File: src/rtl/sevenseg_pkg.sv
// Shared constants and types for the seven-segment score path: digit
// count, binary width, BCD digit type and converter FSM states.
package sevenseg_pkg;
  localparam int NUM_DIGITS = 6;
  localparam int BIN_W      = 20;

  typedef logic [3:0] bcd_t;
  localparam bcd_t BCD_MAX = 4'd9;

  typedef enum logic [1:0] {IDLE, CONVERT, DONE} state_t;
endpackage

File: src/rtl/bcd_to_bin_seq_if.sv
// Request/result handshake bundle for the BCD-to-binary converter.
// master = digit source + result consumer, slave = converter.
interface bcd_to_bin_seq_if #(
  parameter int NUM_DIGITS = sevenseg_pkg::NUM_DIGITS,
  parameter int BIN_W      = sevenseg_pkg::BIN_W
);
  logic                    in_valid;
  logic                    in_ready;
  logic [4*NUM_DIGITS-1:0] digits_in;
  logic                    out_valid;
  logic                    out_ready;
  logic [BIN_W-1:0]        value;
  logic                    err;
  logic                    busy;

  modport master (
    output in_valid, digits_in, out_ready,
    input  in_ready, out_valid, value, err, busy
  );
  modport slave (
    input  in_valid, digits_in, out_ready,
    output in_ready, out_valid, value, err, busy
  );
endinterface

File: src/rtl/bcd_to_bin_seq_mac.sv
// One decimal step: acc*10 + digit (shift-add in BIN_W+4 bits, then
// truncated), plus a flag for a non-decimal digit.
module bcd_mac_x10
  import sevenseg_pkg::*;
#(
  parameter int BIN_W = sevenseg_pkg::BIN_W
) (
  input  logic [BIN_W-1:0] acc,
  input  bcd_t             digit,
  output logic [BIN_W-1:0] acc_next,
  output logic             digit_bad
);
  logic [BIN_W+3:0] wide, prod;
  logic             unused_hi;

  assign wide      = {4'b0, acc};
  assign prod      = (wide << 3) + (wide << 1) + {{BIN_W{1'b0}}, digit};
  assign acc_next  = prod[BIN_W-1:0];
  assign unused_hi = ^prod[BIN_W+3:BIN_W];
  assign digit_bad = digit > BCD_MAX;
endmodule

File: src/rtl/bcd_to_bin_seq.sv
// Iterative BCD-to-binary converter: captures NUM_DIGITS digits, folds
// them MSB first at one digit per clock, then holds the result until taken.
module bcd_to_bin_seq
  import sevenseg_pkg::*;
#(
  parameter int NUM_DIGITS = sevenseg_pkg::NUM_DIGITS,
  parameter int BIN_W      = sevenseg_pkg::BIN_W
) (
  input logic            clk,
  input logic            rst_n,
  bcd_to_bin_seq_if.slave bus
);
  localparam int CW = (NUM_DIGITS > 1) ? $clog2(NUM_DIGITS) : 1;
  localparam logic [CW-1:0] LAST = CW'(NUM_DIGITS - 1);

  state_t                 state;
  bcd_t [NUM_DIGITS-1:0]  dig;
  logic [BIN_W-1:0]       acc, acc_next;
  logic [CW-1:0]          cnt;
  logic                   err_acc, digit_bad, err_now;
  bcd_t                   cur;

  // Counter runs upward while digits are consumed from the top down.
  assign cur     = dig[LAST - cnt];
  assign err_now = err_acc | digit_bad;

  bcd_mac_x10 #(.BIN_W(BIN_W)) u_mac (
    .acc      (acc),
    .digit    (cur),
    .acc_next (acc_next),
    .digit_bad(digit_bad)
  );

  always_ff @(posedge clk) begin
    if (!rst_n) begin
      state         <= IDLE;
      dig           <= '0;
      acc           <= '0;
      cnt           <= '0;
      err_acc       <= 1'b0;
      bus.in_ready  <= 1'b1;
      bus.out_valid <= 1'b0;
      bus.value     <= '0;
      bus.err       <= 1'b0;
      bus.busy      <= 1'b0;
    end else begin
      case (state)
        IDLE: begin
          if (bus.in_valid) begin
            dig          <= bus.digits_in;
            acc          <= '0;
            cnt          <= '0;
            err_acc      <= 1'b0;
            bus.in_ready <= 1'b0;
            bus.busy     <= 1'b1;
            state        <= CONVERT;
          end
        end
        CONVERT: begin
          acc     <= acc_next;
          err_acc <= err_now;
          cnt     <= cnt + 1'b1;
          if (cnt == LAST) begin
            bus.value     <= err_now ? '0 : acc_next;
            bus.err       <= err_now;
            bus.out_valid <= 1'b1;
            state         <= DONE;
          end
        end
        DONE: begin
          // Return to IDLE only; a new request waits for the next cycle.
          if (bus.out_ready) begin
            bus.out_valid <= 1'b0;
            bus.in_ready  <= 1'b1;
            bus.busy      <= 1'b0;
            state         <= IDLE;
          end
        end
        default: state <= IDLE;
      endcase
    end
  end
endmodule

File: src/flat_wrapper.sv
// flat-port wrapper written by rule: the top's interface ports become plain ports
module bcd_to_bin_seq_flat import sevenseg_pkg::*;
#(
  parameter int NUM_DIGITS = sevenseg_pkg::NUM_DIGITS,
  parameter int BIN_W      = sevenseg_pkg::BIN_W
)
  (clk, rst_n, bus_in_valid, bus_digits_in, bus_out_ready, bus_in_ready, bus_out_valid, bus_value, bus_err, bus_busy);
  bcd_to_bin_seq_if #(.NUM_DIGITS(NUM_DIGITS), .BIN_W(BIN_W)) bus_i ();
  input logic clk;
  input logic rst_n;
  input wire logic [$bits(bus_i.in_valid)-1:0] bus_in_valid;
  input wire logic [$bits(bus_i.digits_in)-1:0] bus_digits_in;
  input wire logic [$bits(bus_i.out_ready)-1:0] bus_out_ready;
  output wire logic [$bits(bus_i.in_ready)-1:0] bus_in_ready;
  output wire logic [$bits(bus_i.out_valid)-1:0] bus_out_valid;
  output wire logic [$bits(bus_i.value)-1:0] bus_value;
  output wire logic [$bits(bus_i.err)-1:0] bus_err;
  output wire logic [$bits(bus_i.busy)-1:0] bus_busy;
  assign bus_i.in_valid = bus_in_valid;
  assign bus_i.digits_in = bus_digits_in;
  assign bus_i.out_ready = bus_out_ready;
  assign bus_in_ready = bus_i.in_ready;
  assign bus_out_valid = bus_i.out_valid;
  assign bus_value = bus_i.value;
  assign bus_err = bus_i.err;
  assign bus_busy = bus_i.busy;
  bcd_to_bin_seq #(.NUM_DIGITS(NUM_DIGITS), .BIN_W(BIN_W)) u_core (.clk(clk), .rst_n(rst_n), .bus(bus_i));
endmodule
File: config.mk
export PLATFORM = sky130hd
export DESIGN_NAME = bcd_to_bin_seq_flat
export DESIGN_NICKNAME = d
export VERILOG_FILES = /design/src/rtl/sevenseg_pkg.sv /design/src/rtl/bcd_to_bin_seq_if.sv /design/src/rtl/bcd_to_bin_seq_mac.sv /design/src/rtl/bcd_to_bin_seq.sv /design/src/flat_wrapper.sv
export SDC_FILE = /design/constraint.sdc
export NUM_CORES = 1
export LEC_CHECK = 0
export CELL_PAD_IN_SITES_DETAIL_PLACEMENT = 0
export CELL_PAD_IN_SITES_GLOBAL_PLACEMENT = 1
export CORE_ASPECT_RATIO = 0.5
export CORE_MARGIN = 2
export CORE_UTILIZATION = 44
export CTS_BUF_LIST = sky130_fd_sc_hd__clkbuf_2
export CTS_CLUSTER_SIZE = 10
export DETAILED_ROUTE_END_ITERATION = 12
export MAX_ROUTING_LAYER = met4
export PLACE_DENSITY = 0.79
export SETUP_SLACK_MARGIN = 0.5
export SYNTH_ARGS = -nofsm -noshare
export SYNTH_HDL_FRONTEND = slang
export SYNTH_SLANG_ARGS = --single-unit
File: constraint.sdc
create_clock -name clk -period 4.32 [get_ports clk]
set_clock_uncertainty 0.2 [all_clocks]
set_input_delay 0.648 -clock clk [delete_from_list [all_inputs] [get_ports clk]]
set_output_delay 0.648 -clock clk [all_outputs]
set_load 0.03 [all_outputs]
==> metrics.md, run 1 <==
| Metric | Value |
|---|---|
| Initial detailed-routing violation count | around 170 |
| Worst Hold Slack | about 0.27 ns |
| Vias in the first global route | about 3000 |
| Chip Height | around 70 µm |
| DRC Markers | 0 |
| Antenna Cells | 0 |
| CP Cell Sequence | buf_6, mux4_1, a21oi_1, fa_1, inv_1, ha_1, nand3_1, nand2_1, a21oi_1, o21bai_1, xor2_1, a32o_1 |
| Die ar. | ~0.01 mm² |
| Post-DRT Antenna Nets | 0 |
| Sequential area share after synthesis | between 30% and 40% |
| Filler cell count | roughly 850 |
| Clock Root Buffer | clkbuf_2 |
| Final setup viols | 0 |
| CP Data Arrival Time | 3.87 ns |
| Flip-flop and latch count after synthesis | 73 |
| Gr ovfl total | 0 |
| Pre-antenna DRT Iters | 5 |
| Drt via density | 5.28 |
| Clock Path Buffers | 2 |
| Leakage power | 1.92 nW |
| Initial antenna violation count | 0 |
| Final min period | 3.62 ns |
| First-pass GRT wire length | 14.7 mm |
| Num CTS Buffers | 9 |
| Largest net degree at the start of global routing | 48 |
| H-tree depth | 3 |
| Per-cell routed wire length | 14.5 µm |
| Worst setup EP type | flop |
| Syn_nets | 502 |
| Max-Cap Viols | 0 |
| Clock sink count | 73 |
| Mean Syn Cell Area | between 9 and 10 µm² |
| Max_slew headroom | about 50% |
| Share of post-route cells with drive strength above 1 | 9.22% |
| Area of the multi-input gates | 0.00241 mm² |
| Num rows | 24 |
| WP data required | 4.57 ns |
| RePlAce Congestion | 0.824 |
| Die width | around 140 µm |
| Hpwl dp | 6.31 mm |
| Critical Path Max Stage Delay | about 0.62 ns |
| Top cell family by delay on the critical path | compound AO/OA/AOI/OAI gates |
| Synthesis-to-finish area growth | 17.3% |
| Boundary Pins | 52 |
| Total core area | approximately 0.0088 mm² |
| Cells after Synth | 436 |
| Final Hold Vio Count | 0 |
| Max-slew violation count | 0 |
| # port buffers | just over 50 |
| Hold/Removal Path Class | flop to flop |
| Clk Latency, worst-skew pair | 0.56 ns |
| Most frequent cell after synthesis | dfxtp_1 |
| Worst Path Buf+Inv | 2 |
| Pwr Density | 250 mW/mm² |
| Status | finished clean |
| Top cells by count, synth | dfxtp_1 (73), nand2_1 (70), ha_1 (36) |
| Total Nets Final | 549 |
| Cell mode on critical path | a21oi_1 |
| CTS tree | built |
| Cell Area, Synth | 0.00404 mm² |
| Initial Util | a little under half |
| Routed via count | 3197 |
| Worst-path fanout max | 8 |
| Top cells by area, synth | dfxtp_1 (36%), ha_1 (11%), nand2_1 (6.5%) |
| RSZ-0062 raised after global routing | false |
| Peak VDD IR | 0.000104 V |
| Post-synth EDFFs | 0 |
| Worst slew pin tran | 0.743 ns |
| Top cell type's share of synthesized area | a little over a third |
| Top FF cell, synth | dfxtp_1 |
| Worst-path clk slew | 0.23 ns |
| Critical Path Slowest Stage Cell | mux4_1 |
| Setup TNS Final | 0 ns |
| Seq. cell area | 0.00146 mm² |
| Synth warn | 0 |
| Crit Path Category | flop to flop |
| Synth cell types | a little under 50 |
| Asr flop ratio synth | 0% |
| Highest clock rate | 276 MHz |
| Yosys top cell by area | dfxtp_1 |
| Final period util | 83.8% |
| Routed wire length | ~9 mm |
| CP startpoint kind | flop |
| Total global-route track usage | 19.1% |
[state kept, by name (all words and copies together) (netlist names), 2 cells and up]
name,count
u_core.dig,24
u_core.bus.value,20
u_core.acc,19
u_core.state,2
u_core.cnt,3
[cell families (layout without fill, tap and decap cells)]
kind of cell	Yosys count	after routing	share of synthesized area, %
adders and majority gates	38	38	12.1
and+or+nand+nor	136	136	15.8
DFF	73	73	36.1
buffers and inverters	35	87	5.39
xor gates and xnor gates	17	17	3.68
AOI/OAI and AO/OA	127	127	23.0
muxes	10	10	3.90
[routing by layer]
metal | vias to the layer above | routed length, µm | track usage (%)
li1 | 1652 | - | -
met1 | 1484 | 4600 | 26.3
met2 | 56 | 3710 | 27.2
met3 | 5 | 385 | 5.21
met4 | 0 | 72 | 6.22
met5 | - | 0 | -
[placed cells by master (no fill, tap or decap), types with 10 or more instances in the layout]
| cell type | synthesis | layout |
|---|---|---|
| xnor2_1 | 10 | 10 |
| clkdlybuf4s50_1 | 0 | 50 |
| a22oi_1 | 21 | 21 |
| a21boi_0 | 27 | 26 |
| a32o_1 | 15 | 15 |
| ha_1 | 36 | 35 |
| nor2b_1 | 24 | 24 |
| nand2_1 | 70 | 70 |
| clkbuf_2 | 0 | 10 |
| a21oi_1 | 24 | 23 |
| o21ai_0 | 17 | 16 |
| buf_4 | 1 | 10 |
| dfxtp_1 | 73 | 72 |
| nor2_1 | 13 | 12 |
[cell type report]
class,count,area share [%]
clock buffer,10,1.06
clock inverter,6,0.950
inverter,9,0.712
multi-input combinational,328,50.9
sequential,73,30.8
tap,117,3.09
timing repair buffer,62,12.5
[worst min-delay path, stage by stage (launching register included)]
cell and delay, ns:
dfxtp_1 0.35, nand2_1 0.04, a21boi_0 0.06
[final timing paths]
kind                  startpoint              endpoint  slack, ns  cells after the start
hold / removal    u_core.dig[12]        u_core.dig[12]       0.27                      2
setup / recovery   u_core.cnt[1]  u_core.bus.value[13]       0.70                     12
hold reg to reg   u_core.dig[12]        u_core.dig[12]       0.27                      2
setup reg to reg   u_core.cnt[1]  u_core.bus.value[13]       0.70                     12
[power by group]
group          total [mW]  switching [mW]  internal (mW)  leakage, nW
sequential          0.706          0.0125          0.694        0.593
clock               0.336           0.258         0.0785       0.0558
combinational       0.142          0.0752         0.0670         1.27
total                1.18           0.345          0.839         1.92
[stage by stage]
step | setup WS (ns) | std cells | power (mW) | util (%) | instance area, µm²
finish | 0.701 | 605 | 1.18 | 53.7 | 4740
global route | 0.495 | 605 | 1.25 | 53.7 | 4740
CTS | 0.507 | 604 | 1.20 | 53.3 | 4700
detailed placement | 0.384 | 587 | 0.861 | 51.9 | 4580
global placement | 0.426 | 587 | 0.860 | 51.9 | 4580
floorplan | 0.501 | 436 | 0.816 | - | 4050
[what timing repair did]
item	CTS	global route
pin swaps	2	8
endpoints found under the setup margin	10	14
buffers inserted	1	1
gates resized for setup	4	9
hold buffers	0	0
(Power assumes the default switching activity.)
==> run 2: changes to the inputs <==
==> constraint.sdc (replaced) <==
create_clock -name clk -period 3.6 [get_ports clk]
set_clock_uncertainty 0.2 [all_clocks]
set_input_delay 0.54 -clock clk [delete_from_list [all_inputs] [get_ports clk]]
set_output_delay 0.54 -clock clk [all_outputs]
set_load 0.03 [all_outputs]
==> metrics.md, run 2 (same netlist as run 1, synthesis figures left out) <==
| Metric | Value |
|---|---|
| Final setup viols | 0 (unchanged) |
| Commonest cells after routing, fill and taps aside | dfxtp_1 (72), nand2_1 (69), clkdlybuf4s50_1 (50), ha_1 (33), a21boi_0 (26) |
| Setup crit end | u_core.acc[18] |
| Status | finished clean |
| Clock Path Buffers | 2 (unchanged) |
| Hpwl dp | 6.55 mm (+3.9%) |
| Initial detailed-routing violation count | 162 (-5.8%) |
| WP data required | 3.86 ns (-0.71 ns) |
| Worst-path fanout max | 6 (-2) |
| Routed wire length | 9.32 mm (+6.2%) |
| Clock power frac | 28.9% (+0.5 points) |
| Total core area | 0.00883 mm² (unchanged) |
| RePlAce Congestion | 0.845 (+2.6%) |
| DRC Markers | 0 (unchanged) |
| Initial antenna violation count | 0 (unchanged) |
| Pre-CTS WS | -0.0752 ns (-0.459 ns) |
| Start of the worst register-to-register path | u_core.cnt[1] |
| Total Nets Final | 568 (+3.5%) |
| Pre-antenna DRT Iters | 4 (-1) |
| H-tree depth | 3 (unchanged) |
| Top reg by flops | u_core.dig |
| Hold/Removal Path Class | input pin to flop |
| Worst setup EP type | flop |
| Post-DRT Antenna Nets | 0 (unchanged) |
| Gr ovfl total | 0 (unchanged) |
| Routed via count | 3360 (+5.1%) |
| Die width | 140 µm (unchanged) |
| Clock sink count | 73 (unchanged) |
| Total global-route track usage | 20.0% (+0.96 points) |
| Peak VDD IR | 0.000150 V (+44%) |
| Max-slew violation count | 0 (unchanged) |
| Max-Cap Viols | 0 (unchanged) |
| CTS tree | built |
| FF-to-FF End | u_core.acc[18] |
| Boundary Pins | 52 (unchanged) |
| First-pass GRT wire length | 15.6 mm (+6.0%) |
| Final period util | 97.8% (+14 points) |
| Crit Path Category | flop to flop |
| Worst Setup SP | u_core.cnt[1] |
| Sw Share | 30.1% (+0.94 points) |
| Synthesis-to-finish area growth | 26.2% |
| Clk Latency, worst-skew pair | 0.55 ns (about the same) |
| Drt via density | 5.38 (+1.9%) |
| Regs by FF count | u_core.dig x24, u_core.bus.value x20, u_core.acc x19 |
| R2R depth | 14 (+2) |
| CP Data Arrival Time | 3.78 ns (-0.09 ns) |
| Max_slew headroom | 63.3% (+13 points) |
| # port buffers | 51 (unchanged) |
| Worst-path clk slew | 0.23 ns (about the same) |
| Setup TNS Final | 0 ns (unchanged) |
| Post-layout worst setup margin | 0.0788 ns (-0.623 ns) |
| Largest net degree at the start of global routing | 39 (-19%) |
| Pwr Density | 287 mW/mm² (+15%) |
| Highest clock rate | 284 MHz (+2.8%) |
| Final Hold Vio Count | 0 (unchanged) |
| Sequential share of power | 57.9% (-1.7 points) |
| Net Switching | 0.441 mW (+28%) |
| Initial Util | 45.8% (unchanged) |
| Fin util | 57.8% (+4.1 points) |
| Num CTS Buffers | 9 (unchanged) |
| Per-cell routed wire length | 14.9 µm (+3.0%) |
| Num rows | 24 (unchanged) |
| Vias in the first global route | 3218 (+6.4%) |
| Chip Height | 71.8 µm (unchanged) |
| Pint | 1.02 mW (+22%) |
| Leakage power | 2.08 nW (+8.5%) |
| RSZ-0062 raised after global routing | true |
| CP startpoint kind | flop |
| Worst slew pin tran | 0.547 ns (-0.196 ns) |
| Share of post-route cells with drive strength above 1 | 18.7% (+9.5 points) |
| Die ar. | 0.0100 mm² (unchanged) |
| Worst R2R Setup Slack | 0.08 ns (-0.62 ns) |
| Final min period | 3.52 ns (-0.0973 ns) |
| Antenna Cells | 0 (unchanged) |
| Combinational share of power | 13.2% (+1.2 points) |
| Clock Root Buffer | clkbuf_2 |
| Most common cell after layout, fill and taps aside | dfxtp_1 |
| Max reg flops | 24 (unchanged) |
## run 2: area by class of cell
type / count / area (µm²)
Clock inverter: 7 / 56.3
Clock buffer: 9 / 45.0
Sequential cell: 73 / 1470
Inverter: 9 / 36.3
Tap cell: 117 / 146
Timing Repair Buffer: 81 / 749
Fill cell: 816 / 3730
Multi-Input combinational cell: 328 / 2600
## run 2: worst min-delay path by stage
stage,slack [ns],end,startpoint,cells past startpoint
3_3_place_gp,0.25,u_core.dig[12],u_core.dig[12],2
4_1_cts,0.18,u_core.state[1],rst_n,2
3_5_place_dp,0.26,u_core.dig[14],u_core.dig[14],2
5_1_grt,0.20,u_core.state[1],rst_n,2
2_1_floorplan,0.24,u_core.dig[12],u_core.dig[12],2
6_report,0.23,u_core.state[1],rst_n,2
## run 2: per-layer routing
| metal | GRT usage, % | vias to the layer above | wire (µm) |
|---|---|---|---|
| li1 | - | 1696 | - |
| met1 | 27.5 | 1573 | 4870 |
| met2 | 29.7 | 81 | 3910 |
| met3 | 5.01 | 10 | 431 |
| met4 | 5.44 | 0 | 100 |
| met5 | - | - | 0 |
## run 2: repair_timing
item | 4_1_cts | 5_1_grt
resized for setup | 19 | 18
endpoints found under the setup margin | 27 | 29
hold buffers | 0 | 0
pin swaps | 20 | 17
buffers inserted | 9 | 7
## run 2: critical path, stage by stage, from the launching register on
cell,delay (ns)
dfxtp_4,0.44
inv_4,0.04
ha_4,0.25
or2b_4,0.28
nor2_4,0.10
a21oi_2,0.04
fa_1,0.50
inv_2,0.05
fa_2,0.34
a21o_1,0.20
a221oi_4,0.33
a211oi_2,0.14
o21ai_2,0.22
mux2i_1,0.09
a31o_2,0.21
## run 2: power groups by stage
stage | clock network, mW | logic (mW) | registers [mW]
2_1_floorplan | 0 | 0.121 | 0.863
3_3_place_gp | 0 | 0.177 | 0.864
5_1_grt | 0.467 | 0.215 | 0.851
3_5_place_dp | 0 | 0.179 | 0.864
4_1_cts | 0.436 | 0.188 | 0.848
6_report | 0.423 | 0.194 | 0.847
## run 2: metrics by stage
stage / instance area (µm²) / hold slack (ns) / power, mW / cells
2_1_floorplan: 4130 / 0.239 / 0.984 / 436
3_3_place_gp: 4700 / 0.254 / 1.04 / 592
3_5_place_dp: 4700 / 0.257 / 1.04 / 592
4_1_cts: 4950 / 0.182 / 1.47 / 617
5_1_grt: 5100 / 0.195 / 1.53 / 624
6_report: 5100 / 0.233 / 1.46 / 624
==> run 3: changes to the inputs <==
--- a/config.mk
+++ b/config.mk
@@ -7,7 +7,6 @@
 export LEC_CHECK = 0
 export CELL_PAD_IN_SITES_DETAIL_PLACEMENT = 0
 export CELL_PAD_IN_SITES_GLOBAL_PLACEMENT = 1
-export CORE_ASPECT_RATIO = 0.5
 export CORE_MARGIN = 2
 export CORE_UTILIZATION = 44
 export CTS_BUF_LIST = sky130_fd_sc_hd__clkbuf_2
==> metrics.md, run 3 (same netlist as run 1, synthesis figures left out) <==
| Metric | Value |
|---|---|
| Worst-path clk slew | 0.20 ns (-0.03 ns) |
| # port buffers | 51 (unchanged) |
| Initial Util | 45.9% (+0.12 points) |
| Final Hold Vio Count | 0 (unchanged) |
| Worst Path Buf+Inv | 0 (-2) |
| Routed wire length | 9.42 mm (+1.1%) |
| Final Instance Count excl. Fillers | 610 (-2.2%) |
| Max-Cap Viols | 0 (unchanged) |
| Worst slew pin tran | 0.765 ns (+0.218 ns) |
| Regs by FF count | u_core.dig x24, u_core.bus.value x20, u_core.acc x19 |
| Post-Place Cell Area | 0.00469 mm² (-0.24%) |
| Design area | 0.00512 mm² (+0.42%) |
| Initial antenna violation count | 0 (unchanged) |
| Status | finished clean |
| CP Cell Sequence | mux4_2, nand2_2, o21ai_2, ha_1, ha_4, fa_2, a21o_1, a221oi_4, a2111o_1, and3_4, xnor2_2, a32o_1 |
| Die width | 99.9 µm (-28%) |
| Final setup viols | 0 (unchanged) |
| Critical Path Slowest Stage Cell | mux4_2 |
| R2R depth | 12 (-2) |
| Levels on crit path | 12 (-2) |
| Num CTS Buffers | 9 (unchanged) |
| Pre-antenna DRT Iters | 7 (+3) |
| Clock Root Buffer | clkbuf_2 |
| Hold/Removal Path Class | flop to flop |
| Largest net degree at the start of global routing | 50 (+28%) |
| Worst setup EP type | flop |
| Total power | 1.64 mW (+12%) |
| Max_slew headroom | 49.0% (-14 points) |
| CP Data Arrival Time | 3.78 ns (about the same) |
| Per-cell routed wire length | 15.4 µm (+3.4%) |
| Num rows | 34 (+42%) |
| CTS tree | built |
| Worst Hold Slack | 0.276 ns (+0.0433 ns) |
| Vias in the first global route | 3295 (+2.4%) |
| RePlAce Congestion | 0.866 (+2.5%) |
| Chip Height | 99.9 µm (+39%) |
| Total Nets Final | 563 (-0.88%) |
| Antenna Cells | 0 (unchanged) |
| Post-DRT Antenna Nets | 0 (unchanged) |
| Die ar. | 0.00997 mm² (-0.47%) |
| DRC Markers | 0 (unchanged) |
| Hpwl dp | 6.62 mm (+1.0%) |
| Final min period | 3.53 ns (+0.00511 ns) |
| Drt via density | 5.46 (+1.4%) |
| Most common cell after layout, fill and taps aside | dfxtp_1 |
| Top cell family by delay on the critical path | compound AO/OA/AOI/OAI gates |
| Clk Latency, worst-skew pair | 0.53 ns (-0.02 ns) |
| WP data required | 3.85 ns (about the same) |
| Boundary Pins | 52 (unchanged) |
| Pre-CTS WS | -0.0346 ns (+0.0405 ns) |
| Critical Path Max Stage Delay | 0.55 ns (+0.05 ns) |
| Total global-route track usage | 20.6% (+0.53 points) |
| Gr ovfl total | 0 (unchanged) |
| Max reg flops | 24 (unchanged) |
| CP startpoint kind | flop |
| Worst-path fanout max | 6 (unchanged) |
| Initial detailed-routing violation count | 125 (-23%) |
| Crit Path Category | flop to flop |
| Max-slew violation count | 0 (unchanged) |
| Leakage power | 2.13 nW (+2.1%) |
| Total core area | 0.00881 mm² (-0.26%) |
| Share of post-route cells with drive strength above 1 | 18.5% (-0.21 points) |
| Peak VDD IR | 0.000171 V (+14%) |
| Clock Path Buffers | 2 (unchanged) |
| Routed via count | 3331 (-0.86%) |
| Synthesis-to-finish area growth | 26.7% |
| Clock sink count | 73 (unchanged) |
| Post-layout worst setup margin | 0.0736 ns (-0.00511 ns) |
| RSZ-0062 raised after global routing | true |
| Dpl cells | 583 (-1.5%) |
| Final period util | 98.0% (+0.14 points) |
| Highest clock rate | 284 MHz (-0.15%) |
| H-tree depth | 3 (unchanged) |
| Top reg by flops | u_core.dig |
| Commonest cells after routing, fill and taps aside | dfxtp_1 (72), nand2_1 (67), clkdlybuf4s50_1 (50), ha_1 (33), a21boi_0 (26) |
| WHS Path Cells | 2 (unchanged) |
| Pwr Density | 320 mW/mm² (+11%) |
| First-pass GRT wire length | 15.9 mm (+1.8%) |
run 3: changes by cell type in the layout (fill, tap and decap cells not counted), moves of 3 or more:
cell	delta
a22oi_1	-4
a22oi_2	+4
buf_4	-3
bufinv_16	+3
clkinv_4	-3
run 3: power by group:
part | switching [mW] | internal (mW)
logic | 0.0980 | 0.0903
clock network | 0.297 | 0.306
registers | 0.0152 | 0.832
total | 0.410 | 1.23
run 3: repair_timing:
action	4_1_cts	5_1_grt
pin swaps	17	17
setup endpoints to repair	25	29
hold buffers	0	0
buffers inserted	8	3
gates resized for setup	18	21
gates cloned	0	0
run 3: area by class of cell:
class	count	area, µm²
tap	108	135
clock buffer	11	55.1
multi-input combinational	328	2620
fill	784	3680
inverter	9	36.3
clock inverter	5	104
timing repair buffer	76	704
sequential	73	1470
run 3: routing by layer:
layer	vias to the layer above	global-route usage, %	wire (µm)
met5	-	-	0
li1	1684	-	-
met4	0	6.95	177
met1	1580	25.1	4350
met3	17	3.97	270
met2	50	34.3	4620
run 3: through the flow:
step / TNS, ns / util [%]
2_1_floorplan: 0 / -
3_3_place_gp: -0.0157 / 53.2
3_5_place_dp: -0.0635 / 53.2
4_1_cts: 0 / 56.5
5_1_grt: -0.481 / 58.2
6_report: 0 / 58.2
run 3: final timing paths:
kind | start | endpoint | slack (ns)
hold / removal | u_core.dig[1] | u_core.dig[1] | 0.28
setup / recovery | u_core.cnt[1] | u_core.acc[16] | 0.07
hold reg to reg | u_core.dig[1] | u_core.dig[1] | 0.28
setup reg to reg | u_core.cnt[1] | u_core.acc[16] | 0.07
run 3: worst register-to-register path, cell delays in order (launching register included):
cell and delay (ns):
dfxtp_4 0.44, mux4_2 0.55, nand2_2 0.09, o21ai_2 0.05, ha_1 0.33, ha_4 0.18
fa_2 0.39, a21o_1 0.20, a221oi_4 0.35, a2111o_1 0.19, and3_4 0.19, xnor2_2 0.07
a32o_1 0.22
